**src/rtl/uat_tx_dp.sv**
```systemverilog
`default_nettype none
// ---------------------------------------------------------------------------
// uat_tx_dp : UART transmit datapath (holding register, shift register, bit
//             counter, registered serial output). Revision 1.0
// ---------------------------------------------------------------------------
module uat_tx_dp #(
    parameter bit LSB_FIRST = 1'b1
) (
    input  logic       clk,
    input  logic       rst_n,
    input  logic [7:0] din,
    input  logic       din_valid,
    output logic       din_ready,
    input  logic       start_bit_sig,
    input  logic       data_bits_sig,
    input  logic       stop_bit_sig,
    output logic [2:0] shift_count,
    output logic       txd,
    output logic       tx_busy,
    output logic       underrun
);

    logic [7:0] hold_reg;
    logic       hold_full;
    logic [7:0] shift_reg;
    logic [3:0] bits_sent;
    logic       frame_valid;
    logic       next_bit;
    logic [7:0] shift_next;

    generate
        if (LSB_FIRST) begin : g_lsb_first
            assign next_bit   = shift_reg[0];
            assign shift_next = {1'b0, shift_reg[7:1]};
        end else begin : g_msb_first
            assign next_bit   = shift_reg[7];
            assign shift_next = {shift_reg[6:0], 1'b0};
        end
    endgenerate

    // Ready is forced low while reset is held so nothing is offered into a dead block.
    assign din_ready   = rst_n & ~hold_full;
    assign tx_busy     = frame_valid;
    assign shift_count = (bits_sent == 4'd0) ? 3'd0 : 3'(bits_sent - 4'd1);

    always_ff @(posedge clk or negedge rst_n) begin
        if (!rst_n) begin
            txd         <= 1'b1;
            hold_reg    <= 8'h00;
            hold_full   <= 1'b0;
            shift_reg   <= 8'h00;
            bits_sent   <= 4'd0;
            frame_valid <= 1'b0;
            underrun    <= 1'b0;
        end else begin
            underrun <= 1'b0;

            if (din_valid && din_ready) begin
                hold_reg  <= din;
                hold_full <= 1'b1;
            end

            if (start_bit_sig) begin
                bits_sent <= 4'd0;
                if (hold_full) begin
                    shift_reg   <= hold_reg;
                    hold_full   <= 1'b0;
                    frame_valid <= 1'b1;
                    txd         <= 1'b0;
                end else begin
                    // A byte landing on this same edge waits for the next frame.
                    frame_valid <= 1'b0;
                    txd         <= 1'b1;
                    underrun    <= 1'b1;
                end
            end else if (data_bits_sig) begin
                if (bits_sent < 4'd8) begin
                    txd       <= frame_valid ? next_bit : 1'b1;
                    shift_reg <= shift_next;
                    bits_sent <= bits_sent + 4'd1;
                end else begin
                    txd <= 1'b1;
                end
            end else begin
                txd <= 1'b1;
            end
        end
    end

endmodule
`default_nettype wire

```
**config.mk**
```make
export PLATFORM = sky130hd
export DESIGN_NAME = uat_tx_dp
export DESIGN_NICKNAME = d
export VERILOG_FILES = /design/src/rtl/uat_tx_dp.sv
export SDC_FILE = /design/constraint.sdc
export NUM_CORES = 1
export LEC_CHECK = 0
export CAP_MARGIN = 10
export CELL_PAD_IN_SITES_DETAIL_PLACEMENT = 1
export CELL_PAD_IN_SITES_GLOBAL_PLACEMENT = 1
export CORE_UTILIZATION = 38
export DETAILED_ROUTE_END_ITERATION = 6
export DONT_BUFFER_PORTS = 1
export PLACE_DENSITY = 0.65
export SLEW_MARGIN = 40
export SYNTH_ARGS = -nofsm -noshare
export SYNTH_HDL_FRONTEND = slang
export SYNTH_SLANG_ARGS = --single-unit
```
**constraint.sdc**
```tcl
create_clock -name clk -period 2.3 [get_ports clk]
set_clock_uncertainty 0.2 [all_clocks]
set_input_delay 0.46 -clock clk [delete_from_list [all_inputs] [get_ports clk]]
set_output_delay 0.46 -clock clk [all_outputs]
set_load 0.01 [all_outputs]
```
==> results of run 1 <==
==> worst max-delay path: cells and delay by family (launching register included) <==
family,cells,cell delay [ns]
adder cells (fa/ha/maj),1,0.19
AND/OR/NAND/NOR,2,0.35
flip-flops,1,0.44
buffers and inverters,2,0.19
==> power groups by stage <==
stage	sequential, mW	clock, mW	combinational [mW]
final	0.557	0.221	0.177
after global routing	0.567	0.243	0.201
after CTS	0.556	0.232	0.178
after detailed placement	0.564	0	0.166
after global placement	0.562	0	0.157
after floorplan	0.550	0	0.147
==> layer usage <==
layer	vias to the layer above	track usage	wire [µm]
met5	-	0	0
met4	0	0.0464	23
li1	337	-	-
met1	370	0.195	990
met3	4	0.0558	70
met2	15	0.220	918
==> synthesized netlist by cell type <==
cell type,count
inv_1,6
a21oi_2,2
nand2_1,4
clkbuf_1,2
mux2_2,9
xnor2_1,2
nor3_1,1
o22ai_2,3
o31a_1,1
dfstp_2,1
o21ai_0,4
nor2b_1,2
buf_2,1
o22ai_1,4
nor2_1,7
a21oi_1,12
nand2b_1,1
buf_6,2
ha_1,3
nand3b_1,1
o211ai_1,1
a41oi_1,1
mux2i_1,1
dfrtp_1,23
or3b_1,1
==> cell families (layout without fill, tap and decap cells) <==
group                      count (synthesis)  count (layout)
and+or+nand+nor                           17              17
muxes                                     10              10
AOI/OAI and AO/OA                         28              28
adders and majority gates                  3               3
xor gates and xnor gates                   2               2
buffers and inverters                     11              14
DFF                                       24              24
==> per-stage QoR <==
step | hold slack [ns] | utilization
after floorplan | -0.0356 | -
after detailed placement | -0.0350 | 0.404
after global placement | -0.0350 | 0.404
after global routing | 0.0161 | 0.426
after CTS | 0.0203 | 0.424
final | 0.0332 | 0.426
==> final cells by class <==
cell class	instances	area, µm²	area share
Clock buffer	4	36.3	0.0311
Inverter	6	22.5	0.0193
Multi-Input combinational cell	60	433	0.372
Sequential cell	24	602	0.517
Tap cell	31	38.8	0.0333
Timing Repair Buffer	4	32.5	0.0279
==> final timing paths <==
kind | endpoint | cells after the start | slack (ns)
setup / recovery | shift_count[1] | 5 | 0.17
hold / removal | tx_busy$_DFFE_PN0P_ | 1 | 0.03
setup reg to reg | shift_reg[0]$_DFFE_PN0P_ | 3 | 0.52
hold reg to reg | hold_reg[7]$_DFFE_PN0P_ | 1 | 0.32
max in group asynchronous | txd$_DFF_PN1_ | 2 | 1.09
min in group asynchronous | bits_sent[2]$_DFFE_PN0P_ | 2 | 0.45
==> flow_summary.json, run 1 <==
{
  "synthXorXnorAreaFrac": 0.0160,
  "combinationalPowerShare": 0.185,
  "area_delta_synth_final_pct": 6.64,
  "crit_top_cell": "inv_1",
  "layout_commonest_cell": "dfrtp_1",
  "hold_class": "input port to register",
  "max_stage_delay_ns": 0.44,
  "antenna_found_initial": 0,
  "fin_crit_sh": 0.927,
  "antenna_left": 0,
  "fin_crit_ns": 2.13,
  "yosys.area.top_type": "dfrtp_1",
  "yosysSeqAreaShare": 0.551,
  "cts_root_buffer": "clkbuf_4",
  "grt_pass1_wl_um": 3530,
  "routabilityCongestion": 0.759,
  "drc": 0,
  "die_x_um": 55.6,
  "synth_nets": 112,
  "relSlewSlack": 0.609,
  "clk_latency_ns": 0.31,
  "core-area_mm2": 0.00273,
  "wl_per_cell_um": 15.5,
  "synth_area_per_cell_um2": 11.5,
  "worst_ir_drop_vdd_mv": 0.501,
  "synth_area_leaders": "dfrtp_1 (53%), mux2_2 (9.3%), a21oi_1 (5.5%)",
  "firstDrtPassIters": 4,
  "n_antenna_cell": 0,
  "path_class": "register to output pin",
  "cts_setup_buffers": 0,
  "status": "finished clean",
  "num-fill-cells": 308,
  "internal_power_mw": 0.686,
  "cts_resized": 0,
  "cts.path.max_buffers": 2,
  "min-delay-start": "start_bit_sig",
  "h-tree-depth": 1,
  "path_cells": "inv_1 > ha_1 > inv_1 > nor3_1 > nor2_1",
  "synth_simple_gate_area_frac": 0.0745,
  "synth_top_family_by_area": "compound AO/OA/AOI/OAI gates",
  "synth_mux_area_frac": 0.102,
  "post-dp-hpwl_um": 1310,
  "synth_compound_area_frac": 0.170,
  "start_util": 0.400,
  "dp_slack_ns": 0.524,
  "port_buffers": 0,
  "power.total_mw": 0.954,
  "setup-violations-final": 0,
  "first_iter_violations": 4,
  "worstPathArrival_ns": 1.47,
  "drive_gt1_frac": 0.214,
  "syn_area_mm2": 0.00109,
  "die_h_um": 55.6,
  "stdcell_area_mm2": 0.00116,
  "cts_sinks": 24,
  "leakagePower_nw": 0.499,
  "synth.top_cell.area_share": 0.527,
  "finalHoldViolCount": 0,
  "rows": 19,
  "required_ns": 1.64,
  "syn_inst": 95,
  "switching_share": 0.281,
  "hold_buffers": 2,
  "synth-seq-cells": 24,
  "grt_max_degree": 25,
  "pwr_density_cell_mw_per_mm2": 819,
  "final_cell_mix": "dfrtp_1 (23), a21oi_1 (12), mux2_2 (9)",
  "yosys_warnings": 0,
  "maxCapViolations": 0,
  "cts_tree": "done",
  "seqPwrFrac": 0.584,
  "placed_cell_area_mm2": 0.00110,
  "worst_slew_pin_slew_ns": 0.587,
  "routed_wl_um": 2000,
  "crit_start": "bits_sent[0]$_DFFE_PN0P_",
  "vias_per_cell": 5.63,
  "fin_nets": 116,
  "cts_buffers": 3,
  "endpoint_kind": "output pin",
  "layoutNonFillerInstCount": 129,
  "slew_viol_final": 0,
  "dp.cells": 122,
  "overflow": 0,
  "setup_slack_ns": 0.169,
  "tns_ns": 0,
  "fmax_mhz": 469,
  "synth_cell_types": 25,
  "synthAdderAreaFrac": 0.0344,
  "ioPinCount": 21,
  "die-area_mm2": 0.00309,
  "p_switching_mw": 0.268,
  "cp_max_fo": 4,
  "track_usage": 0.146,
  "vias": 726,
  "rsz0062_at_grt": "false",
  "path_clk_slew_ns": 0.13,
  "slowest_stage": "dfrtp_1",
  "grt_pass1_vias": 754,
  "clockPowerShare": 0.231,
  "rr_startpoint": "bits_sent[3]$_DFFE_PN0P_",
  "worstSetupStartpointType": "register"
}
Power figures use the tool's default switching activity.
==> run 2, diff against run 1 <==
--- a/config.mk
+++ b/config.mk
@@ -6,12 +6,13 @@
 export NUM_CORES = 1
 export LEC_CHECK = 0
 export CAP_MARGIN = 10
-export CELL_PAD_IN_SITES_DETAIL_PLACEMENT = 1
-export CELL_PAD_IN_SITES_GLOBAL_PLACEMENT = 1
+export CELL_PAD_IN_SITES_DETAIL_PLACEMENT = 0
+export CELL_PAD_IN_SITES_GLOBAL_PLACEMENT = 2
+export CORE_MARGIN = 3
 export CORE_UTILIZATION = 38
 export DETAILED_ROUTE_END_ITERATION = 6
 export DONT_BUFFER_PORTS = 1
-export PLACE_DENSITY = 0.65
+export PLACE_DENSITY = 0.76
 export SLEW_MARGIN = 40
 export SYNTH_ARGS = -nofsm -noshare
 export SYNTH_HDL_FRONTEND = slang
==> flow_summary.json, run 2 (same netlist as run 1, synthesis figures left out) <==
{
  "endpoint_kind": "output pin",
  "hold_class": "input port to register",
  "max_stage_delay_ns": 0.43,
  "fin_nets": 116,
  "h-tree-depth": 1,
  "finish.utilization": 0.442,
  "finalHoldViolCount": 0,
  "antenna_left": 0,
  "vias": 697,
  "worstSetupStartpointType": "register",
  "fmax_mhz": 478,
  "switching_share": 0.282,
  "hold_depth": 1,
  "path_cells": "inv_1 > ha_1 > inv_1 > nor3_1 > nor2_1",
  "drc": 0,
  "path_clk_slew_ns": 0.12,
  "die_h_um": 59.6,
  "rows": 18,
  "rsz0062_at_grt": "false",
  "cts.path.max_buffers": 2,
  "maxCapViolations": 0,
  "fin_hold_ws_ns": 0.0402,
  "slowest_stage": "dfrtp_1",
  "area_delta_synth_final_pct": 5.61,
  "path_class": "register to output pin",
  "worst_ir_drop_vdd_mv": 0.533,
  "n_antenna_cell": 0,
  "crit_top_cell": "inv_1",
  "cts_root_buffer": "clkbuf_4",
  "die_x_um": 59.6,
  "grt_pass1_vias": 701,
  "leakagePower_nw": 0.493,
  "seqPwrFrac": 0.604,
  "setup-violations-final": 0,
  "track_usage": 0.126,
  "pwr_density_cell_mw_per_mm2": 794,
  "cts_buffers": 3,
  "start_util": 0.418,
  "cts_resized": 0,
  "cts_tree": "done",
  "antenna_found_initial": 0,
  "routabilityCongestion": 0.740,
  "slew_viol_final": 0,
  "vias_per_cell": 5.45,
  "drive_gt1_frac": 0.204,
  "clk_latency_ns": 0.31,
  "relSlewSlack": 0.611,
  "rr_worst_depth": 3,
  "worst_slew_pin_slew_ns": 0.584,
  "post-dp-hpwl_um": 1230,
  "grt_pass1_wl_um": 3290,
  "port_buffers": 0,
  "required_ns": 1.64,
  "clockPowerShare": 0.206,
  "die-area_mm2": 0.00355,
  "fin_crit_ns": 2.09,
  "cts_sinks": 24,
  "cp.depth": 5,
  "combinationalPowerShare": 0.190,
  "routed_wl_um": 1940,
  "first_iter_violations": 14,
  "timing.critical_path.max_delay_family": "flip-flops",
  "overflow": 0,
  "cp_max_fo": 4,
  "firstDrtPassIters": 4,
  "fin_crit_sh": 0.909,
  "wl_per_cell_um": 15.2,
  "final_cell_mix": "dfrtp_1 (23), a21oi_1 (12), mux2_2 (9)",
  "layout_commonest_cell": "dfrtp_1",
  "tns_ns": 0,
  "crit_buf_inv": 2,
  "grt_max_degree": 25,
  "worstPathArrival_ns": 1.43,
  "internal_power_mw": 0.657,
  "ioPinCount": 21,
  "status": "finished clean",
  "p_switching_mw": 0.258,
  "core-area_mm2": 0.00261
}
## run 2: cell counts in the layout (fill, tap and decap cells not counted)
No cell type changed its count.
## run 2: what timing repair did
action,CTS,global route
hold buffers,2,1
hold endpoints to repair,28,23
buffers inserted,0,0
## run 2: path summary, 6_finish.rpt
| kind | from | end | slack (ns) |
|---|---|---|---|
| worst max-delay path | bits_sent[0]$_DFFE_PN0P_ | shift_count[1] | 0.21 |
| worst min-delay path | start_bit_sig | tx_busy$_DFFE_PN0P_ | 0.04 |
| worst max register to register | bits_sent[3]$_DFFE_PN0P_ | shift_reg[0]$_DFFE_PN0P_ | 0.57 |
| worst min register to register | hold_reg[7]$_DFFE_PN0P_ | hold_reg[7]$_DFFE_PN0P_ | 0.32 |
| max in group asynchronous | rst_n | txd$_DFF_PN1_ | 1.07 |
| min in group asynchronous | rst_n | bits_sent[0]$_DFFE_PN0P_ | 0.47 |
## run 2: final cells by class
class | count | area (µm²)
Inverter | 6 | 22.5
Tap cell | 30 | 37.5
Multi-Input combinational cell | 60 | 433
Timing Repair Buffer | 4 | 32.5
Fill cell | 263 | 1460
Sequential cell | 24 | 602
Clock buffer | 4 | 26.3
## run 2: stage by stage
stage,std cells,total power [mW],worst slack [ns],instance area (µm²)
after floorplan,95,0.697,0.642,1090
after global placement,121,0.720,0.548,1100
after detailed placement,121,0.725,0.527,1100
after CTS,127,0.932,0.184,1150
after global routing,128,0.982,0.0312,1150
final,128,0.915,0.208,1150
## run 2: metal layers
layer / vias up / wire length [µm] / global-route usage
li1: 336 / - / -
met1: 343 / 998 / 0.169
met2: 14 / 832 / 0.186
met3: 4 / 89 / 0.0479
met4: 0 / 24 / 0.0475
met5: - / 0 / 0
## run 2: power by group through the flow
stage               Clock [mW]  Sequential (mW)  Combinational, mW
floorplan                    0            0.550              0.147
global placement             0            0.561              0.159
detailed placement           0            0.561              0.164
CTS                      0.202            0.553              0.177
global route             0.216            0.565              0.200
finish                   0.188            0.553              0.174
